[src/rtl/data_mem_arbiter_pkg.sv]
// Shared types and constants for the two-port data-memory arbiter.
package mem_pkg;

  typedef enum logic [1:0] {
    WE_NONE = 2'b00,
    WE_WORD = 2'b01,
    WE_HALF = 2'b10,
    WE_BYTE = 2'b11
  } we_t;

  typedef enum logic {
    IDLE,
    ISSUE
  } arb_state_t;

  localparam logic [31:0] MEM_ADDR_LIMIT = 32'h20000;

  // Offset of the last byte touched by an access; reads cover a full word.
  function automatic logic [1:0] last_byte_offset(input we_t we);
    case (we)
      WE_HALF: return 2'd1;
      WE_BYTE: return 2'd0;
      default: return 2'd3;
    endcase
  endfunction

endpackage

[src/rtl/data_mem_arbiter_if.sv]
// Requester-side handshake plus memory-side pins of the data-memory arbiter.
interface data_mem_arbiter_if #(
  parameter int DATA_WIDTH = 32
);
  logic [1:0]                 req_valid_i;
  logic [1:0]                 req_ready_o;
  logic [1:0][1:0]            req_we_i;
  logic [1:0][DATA_WIDTH-1:0] req_addr_i;
  logic [1:0][DATA_WIDTH-1:0] req_wdata_i;
  logic [1:0]                 rsp_valid_o;
  logic                       rsp_err_o;
  logic [DATA_WIDTH-1:0]      rsp_rdata_o;
  logic [1:0]                 mem_we_o;
  logic [DATA_WIDTH-1:0]      mem_a_o;
  logic [DATA_WIDTH-1:0]      mem_wd_o;
  logic [DATA_WIDTH-1:0]      mem_rd_i;

  modport slave (
    input  req_valid_i, req_we_i, req_addr_i, req_wdata_i, mem_rd_i,
    output req_ready_o, rsp_valid_o, rsp_err_o, rsp_rdata_o,
           mem_we_o, mem_a_o, mem_wd_o
  );

  modport master (
    output req_valid_i, req_we_i, req_addr_i, req_wdata_i, mem_rd_i,
    input  req_ready_o, rsp_valid_o, rsp_err_o, rsp_rdata_o,
           mem_we_o, mem_a_o, mem_wd_o
  );
endinterface

[src/rtl/data_mem_arbiter_rr_arb2.sv]
// Two-way round-robin picker: a lone requester wins, a tie goes to the
// port that was not granted last.
module rr_arb2 (
  input  logic [1:0] req,
  input  logic       last_grant,
  output logic       grant,
  output logic       any
);
  assign any   = |req;
  assign grant = (req == 2'b11) ? ~last_grant : req[1];
endmodule

[src/rtl/data_mem_arbiter.sv]
// Round-robin arbiter sharing one single-port data memory between the CPU
// (port 0) and the DMA/loader (port 1); one access per two cycles.
module data_mem_arbiter
  import mem_pkg::*;
#(
  parameter int                    DATA_WIDTH = 32,
  parameter logic [DATA_WIDTH-1:0] ADDR_LIMIT = MEM_ADDR_LIMIT
) (
  input logic              clk,
  input logic              rst,
  data_mem_arbiter_if.slave bus
);

  arb_state_t            state, next_state;
  logic                  last_grant, grant, any, take;
  logic [1:0]            ready;
  we_t                   req_we, cap_we, mem_we;
  logic [DATA_WIDTH-1:0] cap_addr, cap_wdata, rsp_rdata;
  logic                  cap_port, cap_err, req_err, rsp_err;
  logic [DATA_WIDTH:0]   req_last, req_ext;
  logic [1:0]            rsp_valid;

  rr_arb2 u_arb (
    .req        (bus.req_valid_i),
    .last_grant (last_grant),
    .grant      (grant),
    .any        (any)
  );

  assign req_we = we_t'(bus.req_we_i[grant]);

  // One bit wider than the address so an access near the top of the
  // address space cannot wrap back into the window.
  always_comb begin
    req_ext       = '0;
    req_ext[1:0]  = last_byte_offset(req_we);
    req_last      = {1'b0, bus.req_addr_i[grant]} + req_ext;
    req_err       = req_last >= {1'b0, ADDR_LIMIT};
  end

  // NOTE: every output of this block gets a default first, so no path
  // leaves a value unassigned and no latch is inferred.
  always_comb begin
    next_state = state;
    ready      = 2'b00;
    take       = 1'b0;
    mem_we     = WE_NONE;
    case (state)
      IDLE: begin
        if (any && !rst) begin
          ready[grant] = 1'b1;
          take         = 1'b1;
          next_state   = ISSUE;
        end
      end
      ISSUE: begin
        if (!cap_err && !rst) mem_we = cap_we;
        next_state = IDLE;
      end
      default: next_state = IDLE;
    endcase
  end

  // NOTE: sequential state uses non-blocking assignments so every register
  // samples the pre-edge values regardless of statement order.
  always_ff @(posedge clk) begin
    if (rst) state <= IDLE;
    else     state <= next_state;
  end

  always_ff @(posedge clk) begin
    if (rst) begin
      last_grant <= 1'b1;
      cap_we     <= WE_NONE;
      cap_addr   <= '0;
      cap_wdata  <= '0;
      cap_port   <= 1'b0;
      cap_err    <= 1'b0;
      rsp_valid  <= 2'b00;
      rsp_err    <= 1'b0;
      rsp_rdata  <= '0;
    end else begin
      rsp_valid <= 2'b00;
      if (take) begin
        cap_we     <= req_we;
        cap_addr   <= bus.req_addr_i[grant];
        cap_wdata  <= bus.req_wdata_i[grant];
        cap_port   <= grant;
        cap_err    <= req_err;
        last_grant <= grant;
      end
      if (state == ISSUE) begin
        rsp_valid[cap_port] <= 1'b1;
        rsp_err             <= cap_err;
        rsp_rdata           <= (cap_we == WE_NONE && !cap_err) ? bus.mem_rd_i : '0;
      end
    end
  end

  // The capture registers only change on a handshake, so the memory
  // address and write data hold their last values outside ISSUE.
  assign bus.req_ready_o = ready;
  assign bus.mem_we_o    = mem_we;
  assign bus.mem_a_o     = cap_addr;
  assign bus.mem_wd_o    = cap_wdata;
  assign bus.rsp_valid_o = rsp_valid;
  assign bus.rsp_err_o   = rsp_err;
  assign bus.rsp_rdata_o = rsp_rdata;

endmodule

[src/flat_wrapper.sv]
// flat-port wrapper written by rule: the top's interface ports become plain ports
module data_mem_arbiter_flat import mem_pkg::*;
#(
  parameter int                    DATA_WIDTH = 32,
  parameter logic [DATA_WIDTH-1:0] ADDR_LIMIT = MEM_ADDR_LIMIT
)
  (clk, rst, bus_req_valid_i, bus_req_we_i, bus_req_addr_i, bus_req_wdata_i, bus_mem_rd_i, bus_req_ready_o, bus_rsp_valid_o, bus_rsp_err_o, bus_rsp_rdata_o, bus_mem_we_o, bus_mem_a_o, bus_mem_wd_o);
  data_mem_arbiter_if #(.DATA_WIDTH(DATA_WIDTH)) bus_i ();
  input logic clk;
  input logic rst;
  input wire logic [$bits(bus_i.req_valid_i)-1:0] bus_req_valid_i;
  input wire logic [$bits(bus_i.req_we_i)-1:0] bus_req_we_i;
  input wire logic [$bits(bus_i.req_addr_i)-1:0] bus_req_addr_i;
  input wire logic [$bits(bus_i.req_wdata_i)-1:0] bus_req_wdata_i;
  input wire logic [$bits(bus_i.mem_rd_i)-1:0] bus_mem_rd_i;
  output wire logic [$bits(bus_i.req_ready_o)-1:0] bus_req_ready_o;
  output wire logic [$bits(bus_i.rsp_valid_o)-1:0] bus_rsp_valid_o;
  output wire logic [$bits(bus_i.rsp_err_o)-1:0] bus_rsp_err_o;
  output wire logic [$bits(bus_i.rsp_rdata_o)-1:0] bus_rsp_rdata_o;
  output wire logic [$bits(bus_i.mem_we_o)-1:0] bus_mem_we_o;
  output wire logic [$bits(bus_i.mem_a_o)-1:0] bus_mem_a_o;
  output wire logic [$bits(bus_i.mem_wd_o)-1:0] bus_mem_wd_o;
  assign bus_i.req_valid_i = bus_req_valid_i;
  assign bus_i.req_we_i = bus_req_we_i;
  assign bus_i.req_addr_i = bus_req_addr_i;
  assign bus_i.req_wdata_i = bus_req_wdata_i;
  assign bus_i.mem_rd_i = bus_mem_rd_i;
  assign bus_req_ready_o = bus_i.req_ready_o;
  assign bus_rsp_valid_o = bus_i.rsp_valid_o;
  assign bus_rsp_err_o = bus_i.rsp_err_o;
  assign bus_rsp_rdata_o = bus_i.rsp_rdata_o;
  assign bus_mem_we_o = bus_i.mem_we_o;
  assign bus_mem_a_o = bus_i.mem_a_o;
  assign bus_mem_wd_o = bus_i.mem_wd_o;
  data_mem_arbiter #(.DATA_WIDTH(DATA_WIDTH), .ADDR_LIMIT(ADDR_LIMIT)) u_core (.clk(clk), .rst(rst), .bus(bus_i));
endmodule
[config.mk]
export PLATFORM = sky130hd
export DESIGN_NAME = data_mem_arbiter_flat
export DESIGN_NICKNAME = d
export VERILOG_FILES = /design/src/rtl/data_mem_arbiter_pkg.sv /design/src/rtl/data_mem_arbiter_if.sv /design/src/rtl/data_mem_arbiter_rr_arb2.sv /design/src/rtl/data_mem_arbiter.sv /design/src/flat_wrapper.sv
export SDC_FILE = /design/constraint.sdc
export NUM_CORES = 1
export LEC_CHECK = 0
export ABC_AREA = 1
export BUFFER_PORTS_ARGS = -buffer_cell sky130_fd_sc_hd__buf_2
export CAP_MARGIN = 0
export CELL_PAD_IN_SITES_DETAIL_PLACEMENT = 1
export CELL_PAD_IN_SITES_GLOBAL_PLACEMENT = 1
export CORE_UTILIZATION = 31
export CTS_BUF_LIST = sky130_fd_sc_hd__clkbuf_4
export CTS_CLUSTER_DIAMETER = 150
export DETAILED_ROUTE_END_ITERATION = 7
export PLACE_DENSITY = 0.86
export SLEW_MARGIN = 10
export SYNTH_ARGS = -nofsm -noshare
export SYNTH_HDL_FRONTEND = slang
export SYNTH_SLANG_ARGS = --single-unit
[constraint.sdc]
create_clock -name clk -period 3.25 [get_ports clk]
set_clock_uncertainty 0.05 [all_clocks]
set_input_delay 0.325 -clock clk [delete_from_list [all_inputs] [get_ports clk]]
set_output_delay 0.325 -clock clk [all_outputs]
set_load 0.05 [all_outputs]
==> metrics.md <==
| Metric | Value |
|---|---|
| Layout net count | `1311` |
| Crit start category | `flip-flop` |
| Gpl congestion | `0.892` |
| Hold Vio Cnt, Final | `0` |
| CP Max Fanout | `10` |
| Final Critical Period | `2.66 ns` |
| Die Y | `133 µm` |
| HPWL after DPL | `15.1 mm` |
| Sum of routed wire length over all layers | `22.0 mm` |
| Area of the core | `16600 µm²` |
| Post-Place Worst Slack | `0.501 ns` |
| Vias in the first global route | `7011` |
| WP data required | `3.66 ns` |
| Final ANT Viol Nets | `0` |
| Most used cell along the critical path | `sky130_fd_sc_hd__nand2_1` |
| Average footprint of a synthesized cell | `6.49 µm²` |
| Worst VDD drop | `0.297 mV` |
| Setup Crit Path Kind | `flip-flop to flip-flop` |
| Synth-to-layout area growth | `45.3%` |
| Number of max-capacitance violations reported | `0` |
| Wire length of the first global-routing pass | `35.1 mm` |
| Number of antenna violations at the first check in global routing | `5` |
| Internal cell power | `1.91 mW` |
| Unrepaired setup endpoints after global routing | `false` |
| Switching power total | `1.39 mW` |
| Relative contribution of sequential cells to total power | `43.9%` |
| Worst hold path class | `input pin to flip-flop` |
| Fraction of final layout cells sized beyond drive strength 1 | `28.7%` |
| Outcome | `finished, final reports clean` |
| CP Depth | `20` |
| Number of warnings issued by yosys | `0` |
| DRC | `0` |
| Post-detailed-route via-to-cell ratio | `4.86` |
| Achievable clock frequency | `0.376 GHz` |
| Vias | `6659` |
| Later-pin clock latency in the skew report | `0.52 ns` |
| Startpoint of the lowest-slack hold path | `bus_req_wdata_i[18]` |
| Launch instance of the worst register-to-register path | `u_core.last_grant` |
| WL/cell | `16.1 µm` |
| Accumulated negative setup slack | `0 ns` |
| CTS tree | `done` |
| Slowest stage cell on the critical path | `sky130_fd_sc_hd__dfxtp_1` |
| Kind of cell adding the most delay to the critical path | `simple AND/OR/NAND/NOR gates` |
| Startpoint of the most critical setup path | `u_core.last_grant` |
| Cell count after synthesis | `817` |
| Count of standard-cell rows | `47` |
| Number of storage elements in the synthesis netlist | `105` |
| Share of power burned in the clock network | `22.3%` |
| Number of instances resized during post-cts repair | `0` |
| Fraction of the cycle the final worst path needs | `81.7%` |
| Die X-Extent | `133 µm` |
| Longest individual stage delay on the worst path | `0.39 ns` |
| Max-slew violation total from the final report | `0` |
| Area occupied by multi-input gates | `2820 µm²` |
| Root Buffer | `sky130_fd_sc_hd__clkbuf_4` |
| Endpoint of the most critical setup path | `u_core.cap_err` |
| Detailed router's first-iteration violation count | `290` |
| Crit path arrival time | `3.06 ns` |
| Cell area power density | `428 nW/µm²` |
| Clock buffers created by TritonCTS | `9` |
| Worst setup slack for register-to-register paths | `0.59 ns` |
| Number of placed I/O pins | `271` |
| Finish-stage setup viols | `0` |
| Post-layout worst setup margin | `0.593 ns` |
| Combinational share of power | `33.8%` |
| Actual slew at the worst max-slew pin | `1.08 ns` |
| FF/Latch Area | `2100 µm²` |
| Global-route usage over all layers | `25.1%` |
| Starting density of the core | `31.9%` |
| Static leakage | `3.86 nW` |
| Capturing element type of the critical path | `flip-flop` |
| Clock-pin slew of the registers on the worst-case setup and hold paths | `0.23 ns` |
| Count of fill cells added during filler insertion | `2261` |
| Number of buffers on the longest clock path | `2` |
| Sinks on the clock net | `105` |
| Post-synthesis instance area | `5300 µm²` |
| Length of the first detailed-routing pass in iterations | `4` |
| Destination of the worst register-to-register timing path | `u_core.cap_err` |
| Overall overflow remaining after global route | `0` |
| Cells on worst reg2reg path | `20` |
| Switch share | `42.0%` |
| Unique masters post-synth | `28` |
| Remaining max-slew budget at the tightest pin | `27.7%` |
| Maximum number of pins on one net before global-route repair | `67` |
| Number of buffers added on ports | `270` |
| Proportion of synthesized chip area in sequential cells | `39.6%` |
| Die ar. | `17600 µm²` |
| H-tree lvl count | `3` |
| Crit path buf inv count | `2` |
| Ordered list of cells on the worst path | `nand2_4, nand2_8, o21ai_0, inv_1, ha_1, a21oi_1, inv_1, nand2_1, nor2_2, nand2_1, nor2_4, nand2_1, nand2_1, nand2_1, nor2_1, nand2_1, nor2_1, nand2_1, nand2_1, nand2_1` |
| Synth Net Count | `988` |
[worst min-delay path, delay by kind of cell]
family	cells	cell delay, ns
compound gates	1	0.07
buf+inv	1	0.10
simple gates	1	0.05
[worst min-delay path by stage]
| stage | to | cells past startpoint |
|---|---|---|
| final | u_core.bus.mem_wd_o[18] | 3 |
| after floorplan | u_core.bus.rsp_valid_o[0] | 1 |
| after global routing | u_core.bus.rsp_rdata_o[23] | 3 |
| after global placement | u_core.bus.rsp_valid_o[0] | 1 |
| after detailed placement | u_core.bus.rsp_valid_o[0] | 1 |
| after CTS | u_core.bus.mem_wd_o[27] | 3 |
[through the flow]
stage / util (%) / hold WS [ns] / instances / instance area (µm²) / power [mW]
detailed placement: 40.9 / 0.359 / 1276 / 6810 / 2.50
CTS: 46.2 / 0.0000343 / 1365 / 7690 / 3.31
global route: 46.3 / 0.00136 / 1370 / 7710 / 3.46
finish: 46.3 / 0.0370 / 1371 / 7710 / 3.30
floorplan: - / 0.343 / 817 / 5300 / 2.18
global placement: 40.9 / 0.353 / 1276 / 6810 / 2.48
[power groups by stage]
stage / registers [mW] / logic, mW / clock network [mW]
6_report: 1.45 / 1.11 / 0.735
5_1_grt: 1.46 / 1.20 / 0.803
4_1_cts: 1.44 / 1.10 / 0.766
3_5_place_dp: 1.47 / 1.03 / 0
3_3_place_gp: 1.47 / 1.01 / 0
2_1_floorplan: 1.79 / 0.381 / 0
[cell families (layout without fill, tap and decap cells)]
family / Yosys count / count (layout) / share of synthesized area, %
simple gates: 478 / 478 / 37.5
flops: 105 / 105 / 39.6
compound gates: 142 / 142 / 14.7
fa+ha+maj: 3 / 3 / 0.849
buf+inv: 89 / 417 / 7.34
other cells: 0 / 6 / 0
[synth_stat cells, drive strengths merged]
cell      n  share of area, %
nand3    47               4.4
nor3      4              0.38
nand3b    4              0.57
a22o      2              0.33
nand2   355                26
nor2     66               5.7
buf      20               2.5
ha        2              0.47
a22oi    13               1.8
dfxtp   105                40
fa        1              0.38
clkbuf   23               1.6
inv      46               3.3
a21oi    47               4.4
nand4     1              0.12
o22ai     3              0.35
and2      1              0.12
o21ai    58               5.5
a31oi    19               2.2
[final cells by class]
| cell class | count | area share (%) |
|---|---|---|
| diodes | 6 | 0.195 |
| clock buffers | 9 | 0.876 |
| clock inverters | 7 | 1.10 |
| inverters | 46 | 2.24 |
| multi-input cells | 623 | 36.6 |
| flip-flops and latches | 105 | 27.3 |
| well taps | 220 | 3.57 |
| repair buffers | 355 | 28.2 |
[cells in the final DEF (no fill, tap or decap), types with 9 or more instances in the layout]
cell / n
sky130_fd_sc_hd__nand3_1: 47
sky130_fd_sc_hd__nor2_1: 53
sky130_fd_sc_hd__nor2_2: 9
sky130_fd_sc_hd__nand2_2: 14
sky130_fd_sc_hd__a22oi_1: 13
sky130_fd_sc_hd__inv_1: 46
sky130_fd_sc_hd__a21oi_1: 47
sky130_fd_sc_hd__buf_4: 12
sky130_fd_sc_hd__clkbuf_4: 9
sky130_fd_sc_hd__a31oi_1: 19
sky130_fd_sc_hd__nand2_1: 339
sky130_fd_sc_hd__o21ai_0: 56
sky130_fd_sc_hd__buf_2: 270
sky130_fd_sc_hd__dfxtp_1: 104
sky130_fd_sc_hd__dlygate4sd3_1: 73
[per-layer routing]
layer	global-route usage [%]	share of wire (%)	up-vias
met3	5.33	5.6	77
met4	13.9	4.5	0
li1	-	-	3273
met5	0	0	-
met2	42.6	47	231
met1	29.4	43	3078
[registers in the layout, summed over array words and instances (netlist names)]
| register | count |
|---|---|
| u_core.bus.rsp_err_o | 1 |
| u_core.cap_err | 1 |
| u_core.cap_we | 2 |
| u_core.bus.mem_wd_o | 32 |
| u_core.state | 1 |
| u_core.cap_port | 1 |
| u_core.bus.rsp_valid_o | 2 |
| u_core.bus.mem_a_o | 32 |
| u_core.bus.rsp_rdata_o | 32 |
| u_core.last_grant | 1 |
[timing repair]
action,in CTS,in global routing
endpoints found under the hold margin,61,0
setup buffers,0,0
hold buffers,73,0
Note: power is estimated with default switching activity, not from simulation.
